===== src/rtl/rdata_burst_collector.sv =====
// rdata_burst_collector: gathers one AXI R burst per queued AR ID into a wide line with beat count and error flag
module rdata_burst_collector #(
    parameter int DW     = 32,
    parameter int BEATS  = 4,
    parameter int IDW    = 4,
    parameter int QDEPTH = 4
) (
    input  logic                   clk,
    input  logic                   rst,
    input  logic                   rvalid,
    output logic                   rready,
    input  logic [IDW-1:0]         rid,
    input  logic [DW-1:0]          rdata,
    input  logic [1:0]             rresp,
    input  logic                   rlast,
    input  logic                   req_valid,
    input  logic [IDW-1:0]         req_id,
    output logic                   req_full,
    output logic                   out_valid,
    input  logic                   out_ready,
    output logic [BEATS*DW-1:0]    out_data,
    output logic [IDW-1:0]         out_id,
    output logic [$clog2(BEATS):0] out_beats,
    output logic                   out_err,
    output logic                   id_err_pulse
);
    localparam int AW   = $clog2(QDEPTH);
    localparam int CNTW = AW + 1;
    localparam int CW   = $clog2(BEATS) + 1;
    typedef enum logic [1:0] {IDLE, RECV, HOLD} state_t;
    state_t                   state_q, state_d;
    logic [IDW-1:0]           fifo_q [QDEPTH];
    logic [AW-1:0]            rd_ptr_q, rd_ptr_d, wr_ptr_q, wr_ptr_d;
    logic [CNTW-1:0]          cnt_q, cnt_d;
    logic [BEATS-1:0][DW-1:0] buf_q, buf_d;
    logic [CW-1:0]            beat_cnt_q, beat_cnt_d;
    logic [IDW-1:0]           out_id_q, out_id_d;
    logic                     sticky_q, sticky_d, id_err_q, id_err_d;
    logic                     push, pop, accept, match, take, room;

    assign req_full     = cnt_q == CNTW'(QDEPTH);
    assign push         = req_valid & ~req_full;
    assign out_valid    = state_q == HOLD;
    assign pop          = out_valid & out_ready;
    assign rready       = state_q == RECV;
    assign accept       = rvalid & rready;
    assign match        = rid == fifo_q[rd_ptr_q];
    assign take         = accept & match;
    assign room         = beat_cnt_q < CW'(BEATS);
    assign out_data     = buf_q;
    assign out_id       = out_id_q;
    assign out_beats    = beat_cnt_q;
    assign out_err      = sticky_q;
    assign id_err_pulse = id_err_q;

    // ID queue storage; only the pointers need reset
    always_ff @(posedge clk) begin
        if (push) fifo_q[wr_ptr_q] <= req_id;
    end

    // next state: queue bookkeeping, line-buffer fill with tail zeroing, error tracking, FSM
    always_comb begin
        rd_ptr_d   = pop ? rd_ptr_q + 1'b1 : rd_ptr_q;
        wr_ptr_d   = push ? wr_ptr_q + 1'b1 : wr_ptr_q;
        cnt_d      = cnt_q + CNTW'(push) - CNTW'(pop);
        buf_d      = buf_q;
        beat_cnt_d = beat_cnt_q;
        out_id_d   = (take && rlast) ? rid : out_id_q;
        id_err_d   = accept & ~match;
        sticky_d   = sticky_q | (accept & (rresp != 2'b00)) | (accept & ~match) | (take & ~room);
        if (take && room) begin
            for (int i = 0; i < BEATS; i++) begin
                if (CW'(i) == beat_cnt_q) buf_d[i] = rdata;
                else if (rlast && CW'(i) > beat_cnt_q) buf_d[i] = '0;
            end
            beat_cnt_d = beat_cnt_q + 1'b1;
        end
        if (pop) begin
            beat_cnt_d = '0;
            sticky_d   = 1'b0;
        end
        state_d = (state_q == IDLE) ? ((cnt_q != '0) ? RECV : IDLE) :
                  (state_q == RECV) ? ((take && rlast) ? HOLD : RECV) :
                  (pop ? ((cnt_d != '0) ? RECV : IDLE) : HOLD);
    end

    // state registers with synchronous reset that also aborts any burst in flight
    always_ff @(posedge clk) begin
        if (rst) begin
            state_q    <= IDLE;
            rd_ptr_q   <= '0;
            wr_ptr_q   <= '0;
            cnt_q      <= '0;
            buf_q      <= '0;
            beat_cnt_q <= '0;
            out_id_q   <= '0;
            sticky_q   <= 1'b0;
            id_err_q   <= 1'b0;
        end else begin
            state_q    <= state_d;
            rd_ptr_q   <= rd_ptr_d;
            wr_ptr_q   <= wr_ptr_d;
            cnt_q      <= cnt_d;
            buf_q      <= buf_d;
            beat_cnt_q <= beat_cnt_d;
            out_id_q   <= out_id_d;
            sticky_q   <= sticky_d;
            id_err_q   <= id_err_d;
        end
    end
endmodule


===== config.mk =====
export PLATFORM = sky130hd
export DESIGN_NAME = rdata_burst_collector
export DESIGN_NICKNAME = d
export VERILOG_FILES = /design/src/rtl/rdata_burst_collector.sv
export SDC_FILE = /design/constraint.sdc
export NUM_CORES = 1
export LEC_CHECK = 0
export CAP_MARGIN = 5
export CORE_MARGIN = 4
export CORE_UTILIZATION = 42
export DETAILED_ROUTE_END_ITERATION = 6
export PLACE_DENSITY_LB_ADDON = 0.15
export SLEW_MARGIN = 20
export SYNTH_ARGS = -nofsm -noshare
export SYNTH_HDL_FRONTEND = slang
export SYNTH_SLANG_ARGS = --single-unit
export TNS_END_PERCENT = 1

===== constraint.sdc =====
create_clock -name clk -period 2.59 [get_ports clk]
set_clock_uncertainty 0.1 [all_clocks]
set_input_delay 0.259 -clock clk [delete_from_list [all_inputs] [get_ports clk]]
set_output_delay 0.259 -clock clk [all_outputs]
set_load 0.01 [all_outputs]

* After elaboration in Yosys (flattened, before gate mapping)
Memory sizes are Yosys's and may differ from the RTL's. A register that Yosys moved wholly into a read port is not among the register bits.
Index checks and enable logic that the tools add are counted.
** Storage, ports and cells
- Input port bits :: 48
- Memories :: 1
- Output and inout bits :: 140
- RAM bits :: 16
- Flip-flop bits (word level) :: 146
** Memories
- fifo_q :: words 4, bits a word 4, read ports 1, clocked after Yosys merged registers in 1, wr ports 1, RTL line 32 : logic [IDW-1:0] fifo_q [QDEPTH];
** Operators by class
- $add $sub $neg :: 5
- Equal/unequal tests :: 7
- Reduce and logical (&&, ||, !) cells :: 20
- Order comparisons :: 5
- Multiplexer cells :: 18
- Bitwise operators :: 13
** Operators by type and width (count)
- 2-to-1 mux 32 bit :: 8
- 2-to-1 mux 2 bit :: 6
- nonzero test 2 bit :: 5
- AND reduction 2 bit :: 4
- bitwise AND 1 bit :: 7
- == test 2 x 3 -> 1 bit, first input constant :: 2
- greater-than comparator 1 x 3 -> 1 bit, first input constant :: 2
- greater-than comparator 2 x 3 -> 1 bit, first input constant :: 2
- logical AND 1 bit :: 6
- nonzero test 3 bit :: 2
- adder 2 x 1 -> 2 bit, second input constant :: 2
- == test 4 bit :: 1
- 2-to-1 mux 1 bit :: 4
- adder 3 x 1 -> 3 bit :: 1
- adder 3 x 1 -> 3 bit, second input constant :: 1
- == test 1 x 3 -> 1 bit, first input constant :: 1
- == test 3 bit, second input constant :: 1
- zero test 3 bit :: 1
- less-than comparator 3 bit, second input constant :: 1
- inverter 1 bit :: 3
- OR 1 bit :: 3
- subtractor 3 x 1 -> 3 bit :: 1
- == test 2 x 1 -> 1 bit, second input constant :: 1
- == test 2 bit, second input constant :: 1
- other kinds (2) :: 2

* Logic depth before layout (Yosys ltp)
- Word-level depth :: 10
- Depth in mapped cells :: 11
- Mapped depth without buffers :: 11

* Worst setup path before layout
OpenSTA, ideal clock, no wires.
- Path type :: register -> register
- From :: reg cnt_q[1]
- To :: reg state_q[0]
- Data required time :: 2.368 ns
- Stages on the path, launching flop included :: 12
- Slack :: 0.187 ns
- Arrival time :: 2.181 ns
- Setup time :: 0.122 ns
- Path buffers :: 0
- Path through :: dfxtp_1 > nor2_1 > a21boi_1 > inv_1 > ha_1 > inv_1 > ha_1 > fa_1 > xnor2_1 > a21boi_0 > o211ai_1 > o21ai_1
** On the way
- Longest elaborated chain between the ends :: 10
- Elaborated cells between the ends (all ways) :: 12
** Ends and longest elaborated chain
- start, declared :: RTL line 34 : logic [CNTW-1:0] cnt_q, cnt_d;
- start signal, assigned :: RTL line 103 : cnt_q <= cnt_d;
- == test 3 bit :: RTL line 41 : assign req_full = cnt_q == CNTW'(QDEPTH);
- inverter 1 bit :: RTL line 42 : assign push = req_valid & ~req_full;
- bitwise AND 1 bit :: RTL line 42
- adder 3 x 1 -> 3 bit :: RTL line 65 : cnt_d = cnt_q + CNTW'(push) - CNTW'(pop);
- subtractor 3 x 1 -> 3 bit :: RTL line 65
- nonzero test 3 bit :: RTL line 84 : (pop ? ((cnt_d != '0) ? RECV : IDLE) : HOLD);
- 2-to-1 mux 1 bit :: RTL line 84
- 2-to-1 mux 2 bit :: RTL line 84
- 2-to-1 mux 2 bit :: RTL line 83 : (state_q == RECV) ? ((take && rlast) ? HOLD : RECV) :
- 2-to-1 mux 2 bit (*) :: RTL line 82 : state_d = (state_q == IDLE) ? ((cnt_q != '0) ? RECV : IDLE) :
- end signal, assigned :: RTL line 100 : state_q <= state_d;
- end, declared :: RTL line 31 : state_t state_q, state_d;
Every way passes the cells marked *; elsewhere a longest branch is shown, timed or not.
A chain may end at the register's enable or synchronous reset.

==> run_results.csv <==
group,metric,value,unit
global_routing,grt_pass1_vias,4622,
clock_network,cts_max_level,4,
sta,fin_crit_sh,0.9524,
setup_path,critPathMaxStageDelay,0.52,ns
final_layout,area_growth,47.23,%
route,drtIter0Drc,233,
clock_network,clk_latency,0.42,ns
clock_network,cts_tree,"done",
final_layout,fill_cells,1083,
setup_path,path_cells,"mux4_2 -> xnor2_1 -> and4_1 -> buf_12 -> buf_4 -> and3_1 -> buf_4 -> a22o_1",
min_path,min_from,"out_data[24]$_SDFFE_PP0P_",
sta,worstMarginPinSlew,0.8245,ns
setup_path,crit_arrival,2.67,ns
floorplanning,start_util,0.4282,
clock_network,clk_pin_slew,0.06,ns
yosys,synth_area_leader_cell,"dfxtp_1",
route,drc,0,
job,maxCapViolations,0,
yosys,synth_cells,502,
yosys,ys_seq_area_frac,0.5792,
power_and_ir_drop,p_leak,3.292,nW
sta,setup_viol,0,
global_routing,grt_usage,0.2056,
setup_path,regToRegSetupSlack,0.12,ns
setup_path,crit_required,2.79,ns
global_routing,grt_max_degree,35,
yosys,yosys_warnings,0,
place,gp_congestion,0.8213,
sta,maxSlewViolCount,0,
yosys,synth_area,5944,um2
yosys,synthDominantCellAreaShare,0.4984,
clock_network,cts.root.buffer_cell,"clkbuf_16",
route,wire_per_inst,18.82,um
setup_path,crit_fanout,11,
final_layout,drive_gt1_frac,0.1024,
setup_path,timing.rr.end,"out_data[78]$_SDFFE_PP0P_",
sta,fin_crit,2.467,ns
min_path,hp-class,"reg -> reg",
setup_path,critPathSlowestCell,"mux4_2",
sta,max_freq,405.4,MHz
setup_path,worstRegToRegCells,8,
sta,final-hold-violation-count,0,
yosys,syn_nets,560,
floorplanning,dieArea,16120,um2
sta,fin_setup_tns,0,ns
place,dp_hpwl,11810,um
outcome,status,"finished, final reports clean",
power_and_ir_drop,power_density,678.8,nW/um2
min_path,hold_depth,1,
clock_network,cts-buffers-inserted,17,
global_routing,overflow,0,
sta,hold_ws,0.3610,ns
route,vias,4626,
floorplanning,die_y,127.0,um
place,port_buffers,187,
yosys,synth_edf_count,16,
setup_path,cp_num_cells,8,
min_path,holdPathEnd,"out_data[24]$_SDFFE_PP0P_",
yosys,synth.top_cells.by_area,"dfxtp_1 (50%), a22o_1 (14%), edfxtp_1 (8.1%), o2bb2ai_1 (4.6%), nor2b_1 (3.8%)",
final_layout,diodes,0,
yosys,synth_cell_types,43,
sta,slew_headroom,0.4503,
route,ant_nets,0,
yosys,async_flop_share,0,
setup_path,path_buf_inv,3,
route,routed_wl,16810,um
yosys,synth-seq-cells,164,
setup_path,worst_setup_path_start_kind,"register",
floorplanning,rows,43,
global_routing,grt_first_pass_wirelength,25870,um
yosys,synth_top_flop_cell,"dfxtp_1",
setup_path,endpoint_kind,"register",
final_layout,nNetsFinal,759,
sta,rsz0062_at_grt,"yes",
route,viasPerCell,5.180,
floorplanning,core_area,13880,um2
setup_path,critPathKind,"reg -> reg",
power_and_ir_drop,ir_drop,0.3957,mV
clock_network,cts_buffer_depth,2,
route,dr.pass1.iters,4,
setup_path,critPathTopFamily,"multiplexers",
floorplanning,num_io_pins,188,
clock_network,clock-sinks,164,
global_routing,antenna_found_initial,0,
setup_path,crit_path_frequent_cell,"buf_4",
yosys,syn_avg_cell_area,11.84,um2
floorplanning,die_x,127.0,um
flip-flops by register name, indices dropped and copies added, names as in the netlist, named ones only:
signal	cells
wr_ptr_q	2
out_beats	3
cnt_q	3
id_err_pulse	1
out_data	128
out_id	4
rd_ptr_q	2
fifo_q	16
state_q	2
out_err	1
cell usage in the layout (no fill, tap or decap), types with 10 or more instances in the layout:
master	n
clkdlybuf4s50_1	186
dfxtp_1	147
a22o_1	96
inv_1	43
nor2b_1	36
o2bb2ai_1	31
buf_4	21
clkbuf_16	17
edfxtp_1	16
nor2_1	15
nand2b_1	10
logic make-up (layout without fill, tap and decap cells):
family          Yosys count  after routing  share of synthesized area
buf+inv                  77            286                    0.06293
mux                       8              8                    0.02315
compound gates          149            151                     0.2136
xor+xnor                  9              9                    0.01326
fa+ha+maj                10             10                    0.02231
simple gates             85             85                    0.08546
flops                   164            164                     0.5792
worst reg2reg max path, delay by kind of cell (launching register included):
family	cells	cell delay [ns]
xor+xnor	1	0.15
mux	1	0.52
compound gates	1	0.25
simple gates	2	0.44
buf+inv	3	0.50
flops	1	0.38
per-layer routing:
| layer | GRT usage | vias to the layer above | routed length, um |
|---|---|---|---|
| met1 | 0.2691 | 2227 | 7446 |
| met2 | 0.3288 | 168 | 7933 |
| met5 | 0 | - | 0 |
| met3 | 0.05226 | 26 | 1084 |
| li1 | - | 2205 | - |
| met4 | 0.07886 | 0 | 340 |
worst max path at each step:
stage	end	slack [ns]	start
after floorplan	state_q[0]$_SDFF_PP0_	0.19	cnt_q[1]$_SDFF_PP0_
after global placement	out_data[36]$_SDFFE_PP0P_	-0.15	register
after detailed placement	out_data[57]$_SDFFE_PP0P_	-0.22	register
after CTS	out_data[95]$_SDFFE_PP0P_	-0.05	register
after global routing	out_data[64]$_SDFFE_PP0P_	-0.01	register
final	out_data[78]$_SDFFE_PP0P_	0.12	register
layout make-up:
class                           instances  area, um2  area share
Sequential cell                       164       3447      0.3939
Inverter                               43      161.4     0.01844
Timing Repair Buffer                  212       2105      0.2405
Clock inverter                         10      145.1     0.01658
Multi-Input combinational cell        263       2198      0.2512
Clock buffer                           21      470.5     0.05375
Tap cell                              180      225.2     0.02573
per-stage QoR:
stage / power (W) / util / setup WS, ns / cell area (um2) / cells
6_report: 0.005941 / 0.6305 / 0.1233 / 8752 / 893
5_1_grt: 0.006149 / 0.6305 / -0.01357 / 8752 / 893
4_1_cts: 0.005968 / 0.6278 / -0.05271 / 8715 / 892
3_5_place_dp: 0.003372 / 0.5831 / -0.2151 / 8094 / 860
3_3_place_gp: 0.003349 / 0.5831 / -0.1490 / 8094 / 860
2_1_floorplan: 0.003076 / - / 0.1868 / 5944 / 502
synth_stat cells, types with 2 or more instances:
library cell,instances
ha_1,9
buf_4,3
xnor2_1,8
and2_1,5
nand3_1,3
a21oi_2,2
a21oi_1,8
mux4_1,2
a31oi_1,2
nand2b_1,10
mux2i_1,4
buf_6,7
clkbuf_1,7
o21ai_0,2
buf_2,17
dfxtp_1,148
mux4_2,2
nand2_1,4
o2bb2ai_1,31
and3_1,3
nor3_1,2
nor2b_1,36
edfxtp_1,16
inv_1,43
a22o_1,96
nor2_1,15
timing repair:
action | CTS | global route
buffers inserted | 0 | 0
cloned | 1 | 1
pin swaps | 15 | 1
hold buffers | 0 | 0
endpoints found under the setup margin | 64 | 64
resized for setup | 4 | 4
power breakdown:
group / switching (W) / internal (W) / leakage [nW]
sequential: 0.0000468 / 0.00264 / 1.34
clock: 0.00101 / 0.00160 / 0.304
combinational: 0.000346 / 0.000303 / 1.65
total: 0.00140 / 0.00454 / 3.29
Note: power is estimated with default switching activity, not from simulation.
==> RTL change, RTL diff (config.mk and constraints unchanged) <==
Change the parameter `IDW` from 4 to 3.
--- a/src/rtl/rdata_burst_collector.sv
+++ b/src/rtl/rdata_burst_collector.sv
@@ -3,5 +3,5 @@
     parameter int DW     = 32,
     parameter int BEATS  = 4,
-    parameter int IDW    = 4,
+    parameter int IDW    = 3,
     parameter int QDEPTH = 4
 ) (
Ports: changed (resized out_id, req_id and rid); port bits go from 188 to 185. No check against the original RTL was run, so the function may have changed too.
==> RTL change against the original RTL <==
  * Sequential cell count shrank 5
  * Design area down 2.5%
  * Power is 2.4% lower
  * Sequential share of layout area fell by 0.65 points
  * Area after synthesis is 0.80% lower
  * Critical endpoint is now out_data[62]
  * Largest power group unchanged
  * Global-route usage fell by 0.11 points
  * Setup slack improved by 47 ps
  * Count of clock-buffer cells in the layout decreased by 1
  * Routed wire length shrank 3.1%
==> RTL change: results (changes against the original RTL) <==
status=finished clean; share of layout cells above drive strength 1=0.0964 (-0.00602); Synth area leaders=dfxtp_1, a22o_1, mux2i_1; 1st-iter DRT viols=227 (-2.6%); Non-Filler Instances=896 (+0.34%); maximum vdd drop=0.000470 V (+19%); GR Util met1=0.248 (-0.0210); placed instance area=0.00792 mm^2 (-2.1%); Port-buffer cells=184 (-1.6%); met3 usage=0.0640 (+0.0117); leading cell types by count after synthesis=dfxtp_1, a22o_1, nand2_1; crit path capture=out_data[62]; Max Fclk=413 MHz (+1.9%); met1 wire length=6910 um (-7.2%); Slew @ Worst Pin=508 ps (-317 ps); Post-synth EDFFs=12 (-4); slowest stage delay, CP=560 ps (+40 ps); Mapped Avg Cell Area=11.5 um^2 (-3.3%); PostCTS Resize Cnt=0 (-4); largest net degree at the start of global routing=33 (-5.7%); Layout area overhead=44.7%; metal3 WL=1020 um (-5.8%); WL/cell=18.2 um (-3.5%); Place WS=-13.8 ps (+201 ps); gpl congestion=0.832 (+1.3%); met2 WL=8020 um (+1.1%); GR met2 Demand/Resource=0.347 (+0.0177); FF-to-FF setup slack=170 ps (+50 ps)
[RTL change: cell count changes after synthesis, sizes merged, moves of 3 or more]
cell,delta
nand2,+74
mux2i,+34
nor2b,-32
o2bb2ai,-31
inv,-30
nand2b,-9
edfxtp,-4
nor4,+4
o21ai,+4
xnor2,-4
clkbuf,+3
mux2,+3
mux4,-3
[RTL change: logic make-up (layout without fill, tap and decap cells)]
kind of cell | Yosys count | in the layout | share of synthesized area
multiplexers | 42 | 42 | 0.0740
XOR/XNOR | 6 | 6 | 0.0102
AO/OA/AOI/OAI | 126 | 126 | 0.180
buffers and inverters | 48 | 249 | 0.0543
AND/OR/NAND/NOR | 124 | 124 | 0.0991
adder cells (fa/ha/maj) | 10 | 10 | 0.0225
flip-flops | 159 | 159 | 0.560
[RTL change: area by class of cell]
cell class	instances	share of cell area
Multi-Input combinational cell	308	0.270
Clock buffer	20	0.0524
Tap cell	180	0.0264
Timing Repair Buffer	204	0.239
Inverter	13	0.00572
Sequential cell	159	0.387
Clock inverter	12	0.0186
[RTL change: how the worst min path moves through the flow]
| stage | startpoint | slack (ps) | endpoint | cells past startpoint |
|---|---|---|---|---|
| final | out_data[72] | 360 | out_data[72] | 2 |
| after global routing | req_id[1] | 380 | fifo_q[1][1] | 1 |
| after CTS | out_data[72] | 360 | out_data[72] | 2 |
| after detailed placement | out_data[72] | 350 | out_data[72] | 2 |
| after global placement | out_data[82] | 350 | out_data[82] | 2 |
| after floorplan | req_id[0] | 260 | fifo_q[0][0] | 0 |
[RTL change: power by group]
part | switching, mW | leakage (nW) | total, mW | internal [mW]
registers | 0.0588 | 1.30 | 2.62 | 2.56
clock network | 0.983 | 0.295 | 2.53 | 1.55
logic | 0.346 | 1.74 | 0.651 | 0.304
total | 1.39 | 3.34 | 5.80 | 4.41
